==> config.mk <==
export PLATFORM = sky130hd
export DESIGN_NAME = picomips_core
export DESIGN_NICKNAME = d
export VERILOG_FILES = /design/src/rtl/picomips_core.sv
export SDC_FILE = /design/constraint.sdc
export NUM_CORES = 1
export LEC_CHECK = 0
export ABC_AREA = 1
export ABC_CLOCK_PERIOD_IN_PS = 4800
export CAP_MARGIN = 20
export CORE_AREA = 4 4 144 146
export CTS_CLUSTER_SIZE = 8
export DETAILED_ROUTE_END_ITERATION = 6
export DIE_AREA = 0 0 148 150
export HOLD_SLACK_MARGIN = 0.12
export PLACE_DENSITY = 0.49
export REMOVE_ABC_BUFFERS = 1
export SLEW_MARGIN = 15
export SYNTH_ARGS = -nofsm -noshare
export SYNTH_HDL_FRONTEND = slang
export SYNTH_SLANG_ARGS = --single-unit
==> constraint.sdc <==
create_clock -name clk -period 4.8 [get_ports clk]
set_input_delay 0.48 -clock clk [delete_from_list [all_inputs] [get_ports clk]]
set_output_delay 0.48 -clock clk [all_outputs]
set_load 0.005 [all_outputs]
==> src/rtl/picomips_core.sv <==
// picomips_core: two-stage (fetch/execute) picoMIPS core with valid/ready input and output ports.
// Define PICOMIPS_MUL_EN to turn op 011 from SUB into MULI (upper half of rs*imm).
module picomips_core #(
  parameter int N     = 8,
  parameter int PSIZE = 6,
  parameter int ISIZE = N + 8
) (
  input  logic             clk,
  input  logic             reset_n,
  output logic [PSIZE-1:0] imem_addr,
  input  logic [ISIZE-1:0] imem_data,
  output logic [N-1:0]     rom_addr,
  input  logic [N-1:0]     rom_data,
  input  logic [N-1:0]     in_data,
  input  logic             in_valid,
  output logic             in_ready,
  output logic [N-1:0]     out_data,
  output logic             out_valid,
  input  logic             out_ready
);

  typedef struct packed {
    logic [2:0]   op;
    logic [2:0]   rd;
    logic [1:0]   rs;
    logic [N-1:0] imm;
  } instr_t;

  typedef enum logic {LD_ADDR, LD_DATA} ld_state_t;

  localparam logic [2:0] OP_ADD  = 3'b001;
  localparam logic [2:0] OP_ADDI = 3'b010;
  localparam logic [2:0] OP_ALU3 = 3'b011;
  localparam logic [2:0] OP_BEQ  = 3'b100;
  localparam logic [2:0] OP_IN   = 3'b101;
  localparam logic [2:0] OP_LDR  = 3'b110;
  localparam logic [2:0] OP_OUT  = 3'b111;

  logic [PSIZE-1:0]  pc, x_pc;
  logic              x_vld, held;
  instr_t            hold_q, ins;
  logic [7:0][N-1:0] regs;
  logic              z_q, c_q, z_d, c_d;
  ld_state_t         ld_q, ld_d;

  logic [N-1:0] rs_val, rd_val, wr_val;
  logic [N:0]   sum;
  logic         wr_en, arith;
  logic         op_in, op_ldr, op_out, out_go, taken, stall;

  // The sync ROM moves on to the next word while we stall, so the stalled
  // instruction is replayed from a local copy until the stall clears.
  assign ins    = held ? hold_q : instr_t'(imem_data);
  assign rs_val = regs[{1'b0, ins.rs}];
  assign rd_val = regs[ins.rd];

  assign op_in  = x_vld && (ins.op == OP_IN);
  assign op_ldr = x_vld && (ins.op == OP_LDR);
  assign op_out = x_vld && (ins.op == OP_OUT);
  assign taken  = x_vld && (ins.op == OP_BEQ) && z_q;
  assign out_go = op_out && (!out_valid || out_ready);
  assign stall  = (op_in && !in_valid) || (op_ldr && ld_q == LD_ADDR) || (op_out && !out_go);

  assign imem_addr = pc;
  assign in_ready  = op_in;
  assign rom_addr  = op_ldr ? rs_val + ins.imm : '0;

  always_comb begin
    wr_en  = 1'b0;
    wr_val = '0;
    arith  = 1'b0;
    sum    = '0;
    z_d    = z_q;
    c_d    = c_q;
    if (x_vld) begin
      case (ins.op)
        OP_ADD:  begin arith = 1'b1; sum = {1'b0, rs_val} + {1'b0, rd_val}; end
        OP_ADDI: begin arith = 1'b1; sum = {1'b0, rs_val} + {1'b0, ins.imm}; end
`ifdef PICOMIPS_MUL_EN
        OP_ALU3: begin
          wr_en  = 1'b1;
          wr_val = N'(({{N{1'b0}}, rs_val} * {{N{1'b0}}, ins.imm}) >> N);
          z_d    = (wr_val == '0);
          c_d    = 1'b0;
        end
`else
        OP_ALU3: begin arith = 1'b1; sum = {1'b0, rs_val} + {1'b0, ~rd_val} + (N+1)'(1); end
`endif
        OP_IN:   begin wr_en = in_valid; wr_val = in_data; end
        OP_LDR:  begin wr_en = (ld_q == LD_DATA); wr_val = rom_data; end
        default: ;
      endcase
    end
    if (arith) begin
      wr_en  = 1'b1;
      wr_val = sum[N-1:0];
      z_d    = (sum[N-1:0] == '0);
      c_d    = sum[N];
    end
  end

  always_comb begin
    ld_d = ld_q;
    case (ld_q)
      LD_ADDR: if (op_ldr) ld_d = LD_DATA;
      LD_DATA: ld_d = LD_ADDR;
      default: ld_d = LD_ADDR;
    endcase
  end

  always_ff @(posedge clk or negedge reset_n) begin
    if (!reset_n) ld_q <= LD_ADDR;
    else          ld_q <= ld_d;
  end

  always_ff @(posedge clk or negedge reset_n) begin
    if (!reset_n) begin
      pc        <= '0;
      x_pc      <= '0;
      x_vld     <= 1'b0;
      held      <= 1'b0;
      hold_q    <= '0;
      regs      <= '0;
      z_q       <= 1'b0;
      c_q       <= 1'b0;
      out_data  <= '0;
      out_valid <= 1'b0;
    end else begin
      if (stall) begin
        held   <= 1'b1;
        hold_q <= ins;
      end else begin
        held <= 1'b0;
        x_pc <= pc;
        if (taken) begin
          pc    <= x_pc + ins.imm[PSIZE-1:0];
          x_vld <= 1'b0;
        end else begin
          pc    <= pc + PSIZE'(1);
          x_vld <= 1'b1;
        end
      end
      if (wr_en && ins.rd != 3'd0) regs[ins.rd] <= wr_val;
      z_q <= z_d;
      c_q <= c_d;
      if (out_go) begin
        out_data  <= rs_val;
        out_valid <= 1'b1;
      end else if (out_ready) begin
        out_valid <= 1'b0;
      end
    end
  end

endmodule

* Word-level counts from Yosys, hierarchy flattened
Cells that the tools add are included.
Cells by class: add/sub/neg operators 7, $lt $le $gt $ge 3, equal/unequal tests 7, muxes and demuxes 26, bitwise gates (word level) 2, reductions and logical operators 21
Operators with widths (count):
- $bwmux 64 | 1
- $mux 8 | 7
- $add 8x8->8 | 4
- $bmux 8 s3 | 1
- $demux 8 s3 | 1
- $pmux 8 s3 | 1
- $bmux 8 s2 | 1
- $mux 16 | 1
- $pmux 8 s2 | 1
- $eq 3x3->1 const B | 4
- $logic_and 1x1->1 | 11
- $mux 1 | 9
- $add 8x1->8 const B | 1
- $logic_not 8->1 | 1
- $not 8->8 | 1
- $add 6x1->6 const B | 1
- $add 6x6->6 | 1
- $eq 3x2->1 const B | 2
- $mux 6 | 1
- $lt 2x4->1 const B | 1
- $lt 3x4->1 const B | 1
- $pmux 1 s2 | 2
- $eq 3x1->1 const B | 1
- $ge 3x1->1 const B | 1
- other kinds (6) | 10
Storage, ports and cells: register bits after elaboration 105, input bits 36, output and inout bits 24

* Longest topological paths before layout
depth after elaboration 10, depth in mapped cells 31, gate-level depth less buffers 31

* Worst setup path after synthesis
No wires, ideal clock.
path kind register -> register, start point register held, end point register regs[14] (netlist name), library setup time 0.117 ns, data arrival time 3.351 ns, data required time 4.683 ns, setup slack 1.332 ns, cell stages (with the launch flop) 28, period minus slack after synthesis 3.468 ns, path through dfrtp_1 > buf_6 > nand2_1 > nand2_2 > inv_1 > nor3_1 > inv_1 > o22ai_1 > a221oi_1 > nand2_1 > inv_1 > ha_1 > fa_1 > inv_1 > nand3_1 > nand2_1 > nand2_1 > nand2_1 > a21oi_1 > or2_2 > nand3_1 > nand2_1 > inv_1 > nand2_1 > nand2_1 > nand2_1 > nand2_1 > nand2_1
On the way: word-level cells in the longest chain between the ends 10, elaborated cells on any way between the ends 34
RTL lines:
- start, declared | RTL line 40 | logic x_vld, held;
- start signal, assigned | RTL line 121 | held <= 1'b0;
- start signal, assigned | RTL line 130 | held <= 1'b1;
- start signal, assigned | RTL line 133 | held <= 1'b0;
- $mux 16 * | RTL line 53 | assign ins = held ? hold_q : instr_t'(imem_data);
- $bmux 8 s3 | RTL line 55 | assign rd_val = regs[ins.rd];
- $mux 8 (not written as such) | RTL line 55
- $not 8->8 | RTL line 87 | OP_ALU3: begin arith = 1'b1; sum = {1'b0, rs_val} + {1'b0, ~rd_val} + (N+1)'(1); end
- $add 8x8->8 | RTL line 87
- $add 8x1->8 | RTL line 87
- $pmux 8 s3 | RTL line 76 | case (ins.op)
- $mux 8 | RTL line 75 | if (x_vld) begin
- $mux 8 | RTL line 94 | if (arith) begin
- $bwmux 64 | RTL line 143 | if (wr_en && ins.rd != 3'd0) regs[ins.rd] <= wr_val;
- end signal, assigned by index | RTL line 143
- end, declared | RTL line 42 | logic [7:0][N-1:0] regs;
Mark *: on every way between the ends. The rest lies on a longest branch, timed or not. The select of a mux whose other input is x is not followed. A chain may end at the register's enable or synchronous reset.

* Worst setup path after layout
start point register held, end point output port rom_addr[7]
On the way: word-level cells in the longest chain between the ends 5, elaborated cells on any way between the ends 7
RTL lines:
- $mux 16 * | RTL line 53
- $bmux 8 s2 | RTL line 54 | assign rs_val = regs[{1'b0, ins.rs}];
- $mux 8 (not written as such) | RTL line 54
- $add 8x8->8 | RTL line 66 | assign rom_addr = op_ldr ? rs_val + ins.imm : '0;
- $mux 8 * | RTL line 66
- end, declared | RTL line 12 | output logic [N-1:0] rom_addr,
Marked as above.

==> flow_summary.json <==
{
  "status": "complete, no violations",
  "layout-drive-gt1-share_pct": 8.444,
  "critPathMaxStageDelay_ps": 520,
  "start_kind": "flip-flop",
  "rsz0062_at_grt": "false",
  "fp.dieH_um": 150,
  "cp_slowest_cell": "dfrtp_1",
  "cts_buffer_depth": 2,
  "multi_input_area_um2": 3418,
  "postCtsHoldBufs": 0,
  "hold_class": "input port to asynchronous set/reset pin",
  "end_kind": "output pin",
  "die_x_um": 148,
  "power.switching_mw": 3.090,
  "holdWs_ps": 183.3,
  "die_area_um2": 22200,
  "finalSetupTns_ps": 0,
  "cts_root_buf": "clkbuf_16",
  "core_um2": 19400,
  "clock_skew_ps": 10.88,
  "via_count": 5990,
  "ir_drop_uv": 239.0,
  "synth-seq-cells": 105,
  "cp_max_fo": 14,
  "drc": 0,
  "cts_max_level": 3,
  "worst_pin_slew_ps": 782.2,
  "ant_nets": 0,
  "drt_iter0_markers": 364,
  "powerDensity_nw_per_um2": 775.9,
  "swShare_pct": 50.31,
  "nNetsFinal": 1046,
  "routedWlPerCell_um": 16.19,
  "final_cell_area_um2": 7915,
  "setup_viol": 0,
  "path_class": "flip-flop to output pin",
  "hpwl_mm": 15.73,
  "async_reset_ff_share_pct": 100.0,
  "clock_power_share_pct": 13.3,
  "synth_edf_count": 0,
  "yosysTopAreaCellShare_pct": 39.25,
  "maxCapViolations": 0,
  "comb_power_share_pct": 63.2,
  "grt_pass1_wl_mm": 33.10,
  "grt_max_degree": 58,
  "num-fill-cells": 2085,
  "first_pass_iters": 5,
  "worstPathCellList": "buf_4, o21a_1, o21ai_0, o22ai_1, ha_1, a21o_1, inv_1, nor2_1, a211oi_1, nand2_1, nand2_1, nand2_1, nor2_1, clkdlybuf4s50_1",
  "crit_top_cell": "nand2_1",
  "totalWireLength_mm": 20.21,
  "slew_violations": 0,
  "cp_num_buf_inv": 3,
  "cts-buffers-inserted": 9,
  "cts_tree": "built",
  "cts.clk_slew.worst_paths_ps": 70,
  "initial_core_util_pct": 34.51,
  "ios": 60,
  "internal_power_mw": 3.051,
  "p_leak_nw": 4.010,
  "num_antenna_cells": 0,
  "synth.top_cells.by_count": "nand2_1, inv_1, dfrtp_1",
  "final_hold_viol_count": 0,
  "critical_path.top_delay_family": "compound AO/OA/AOI/OAI gates",
  "place.gp.congestion": 0.9017,
  "max_freq_ghz": 0.2255,
  "place_area_um2": 7592,
  "ys_types": 44,
  "postSynthCellCount": 917,
  "worstPathRequired_ps": 4320,
  "p_seq_share_pct": 23.5,
  "antenna_found_initial": 0,
  "yosys_warnings": 0,
  "cts_resized": 0,
  "io_buffers": 59,
  "syn_to_final_growth_pct": 18.24,
  "yosys.area.top_type": "dfrtp_1",
  "viasPerCell": 4.800,
  "crit_arrival_ps": 3950,
  "postCtsSetupBuffers": 0,
  "syn_area_per_cell_um2": 7.300,
  "finalPower_mw": 6.141,
  "syn_area_um2": 6694,
  "track_usage_pct": 19.08,
  "min_period_ps": 4435,
  "slew_headroom_pct": 47.30,
  "synth.area.top_cells": "dfrtp_1, nand2_1, inv_1, o21ai_0, ha_1",
  "ys.flop_type": "dfrtp_1",
  "synth_most_common_cell": "nand2_1",
  "register_area_um2": 2628,
  "clkSinkCount": 105,
  "rows": 51,
  "insertion_delay_ps": 360,
  "ys_seq_area_share_pct": 39.25,
  "fin_crit_sh_pct": 92.39,
  "grt_pass1_vias": 5867,
  "gr-total-overflow": 0
}
cell usage in the layout, fill, tap and decap left out, types with 3 or more instances in the layout:
cell type        netlist  layout
clkbuf_16              0       9
o21ai_2                4       4
a221oi_1               9       9
dfrtp_1              105     105
nor3_1                 7       7
nand3b_1               4       4
nand2_2               11      11
inv_1                117     117
nor2_4                 3       3
nor3_2                 6       6
a21oi_1               24      24
clkdlybuf4s50_1        0      58
fa_1                   4       4
a22o_1                 4       4
inv_2                  9       9
nor2_1                55      55
nand3_1               42      42
a22oi_1                4       4
o21ai_0               76      76
o21ai_1                3       3
ha_1                  28      28
nand4_1                3       3
or2_2                  3       3
buf_4                  5      19
xor2_1                 8       8
clkinv_2               3       3
o211ai_1               5       5
a31oi_1                4       4
nand2_1              305     305
o22ai_1               22      22
nand2_4                4       4
cell families (layout without fill, tap and decap cells):
| kind of cell | Yosys count | after routing | synth area share (%) |
|---|---|---|---|
| AND/OR/NAND/NOR | 446 | 446 | 28.24 |
| flip-flops | 105 | 105 | 39.25 |
| XOR/XNOR | 9 | 9 | 1.178 |
| AO/OA/AOI/OAI | 168 | 168 | 15.21 |
| buffers and inverters | 157 | 223 | 9.682 |
| adder cells (fa/ha/maj) | 32 | 32 | 6.430 |
power by group through the flow:
stage | clock network (mW) | logic [mW] | registers (mW)
2_1_floorplan | 0 | 2.62 | 1.42
3_3_place_gp | 0 | 3.88 | 1.46
3_5_place_dp | 0 | 3.88 | 1.46
4_1_cts | 0.844 | 3.90 | 1.44
5_1_grt | 0.878 | 4.45 | 1.49
6_report | 0.817 | 3.88 | 1.44
through the flow:
step | std cells | setup WS (ps) | utilization, %
4_1_cts | 1248 | 330.9 | 40.80
3_5_place_dp | 1232 | 277.9 | 39.14
5_1_grt | 1248 | 4.786 | 40.80
3_3_place_gp | 1232 | 372.9 | 39.14
6_report | 1248 | 365.1 | 40.80
2_1_floorplan | 890 | 979.0 | -
metal layers:
| layer | global-route usage [%] | share of wire (%) | vias to the layer above |
|---|---|---|---|
| li1 | - | - | 3072 |
| met1 | 25.44 | 45 | 2793 |
| met2 | 32.24 | 49 | 105 |
| met3 | 3.210 | 3.8 | 20 |
| met4 | 5.035 | 1.5 | 0 |
| met5 | 0 | 0 | - |
final cells by class:
| cell class | instances | share of cell area, % |
|---|---|---|
| inverter | 130 | 6.212 |
| clock inverter | 6 | 1.059 |
| tap | 265 | 4.189 |
| clock buffer | 10 | 3.019 |
| multi-input combinational | 655 | 43.19 |
| timing repair buffer | 77 | 9.137 |
| sequential | 105 | 33.20 |
worst paths after layout:
kind	from	endpoint	slack, ps	cells past startpoint
min	reset_n	regs[39]	180	1
max	held	rom_addr[7]	370	14
min reg2reg	regs[3]	regs[3]	410	0
max in group asynchronous	reset_n	regs[11]	3490	2
max reg2reg	held	regs[61]	660	25
min in group clk	regs[3]	regs[3]	410	0
worst reg2reg max path, stage by stage, from the launching register on:
cell and delay [ps]:
dfrtp_1 520, nand2_1 200, nand2_2 120, inv_1 110, nor3_1 420, inv_1 230
o22ai_1 160, a221oi_1 90, nand2_1 140, inv_1 50, ha_1 370, inv_1 110
a21oi_1 170, nand2_1 100, nand2_1 90, nand2_1 50, a21oi_1 180, a21oi_1 90
o21ai_0 70, o21ai_0 100, inv_1 60, nand2_1 80, nand2_1 140, nand2_1 240
nand2_1 130, nand2_1 50
state kept, by name (all words and copies together) (netlist names):
register and cells:
x_vld 1, x_pc 6, z_q 1, hold_q 16, out_valid 1, held 1
imem_addr 6, regs 64, out_data 8, ld_q 1
Power figures use the tool's default switching activity.
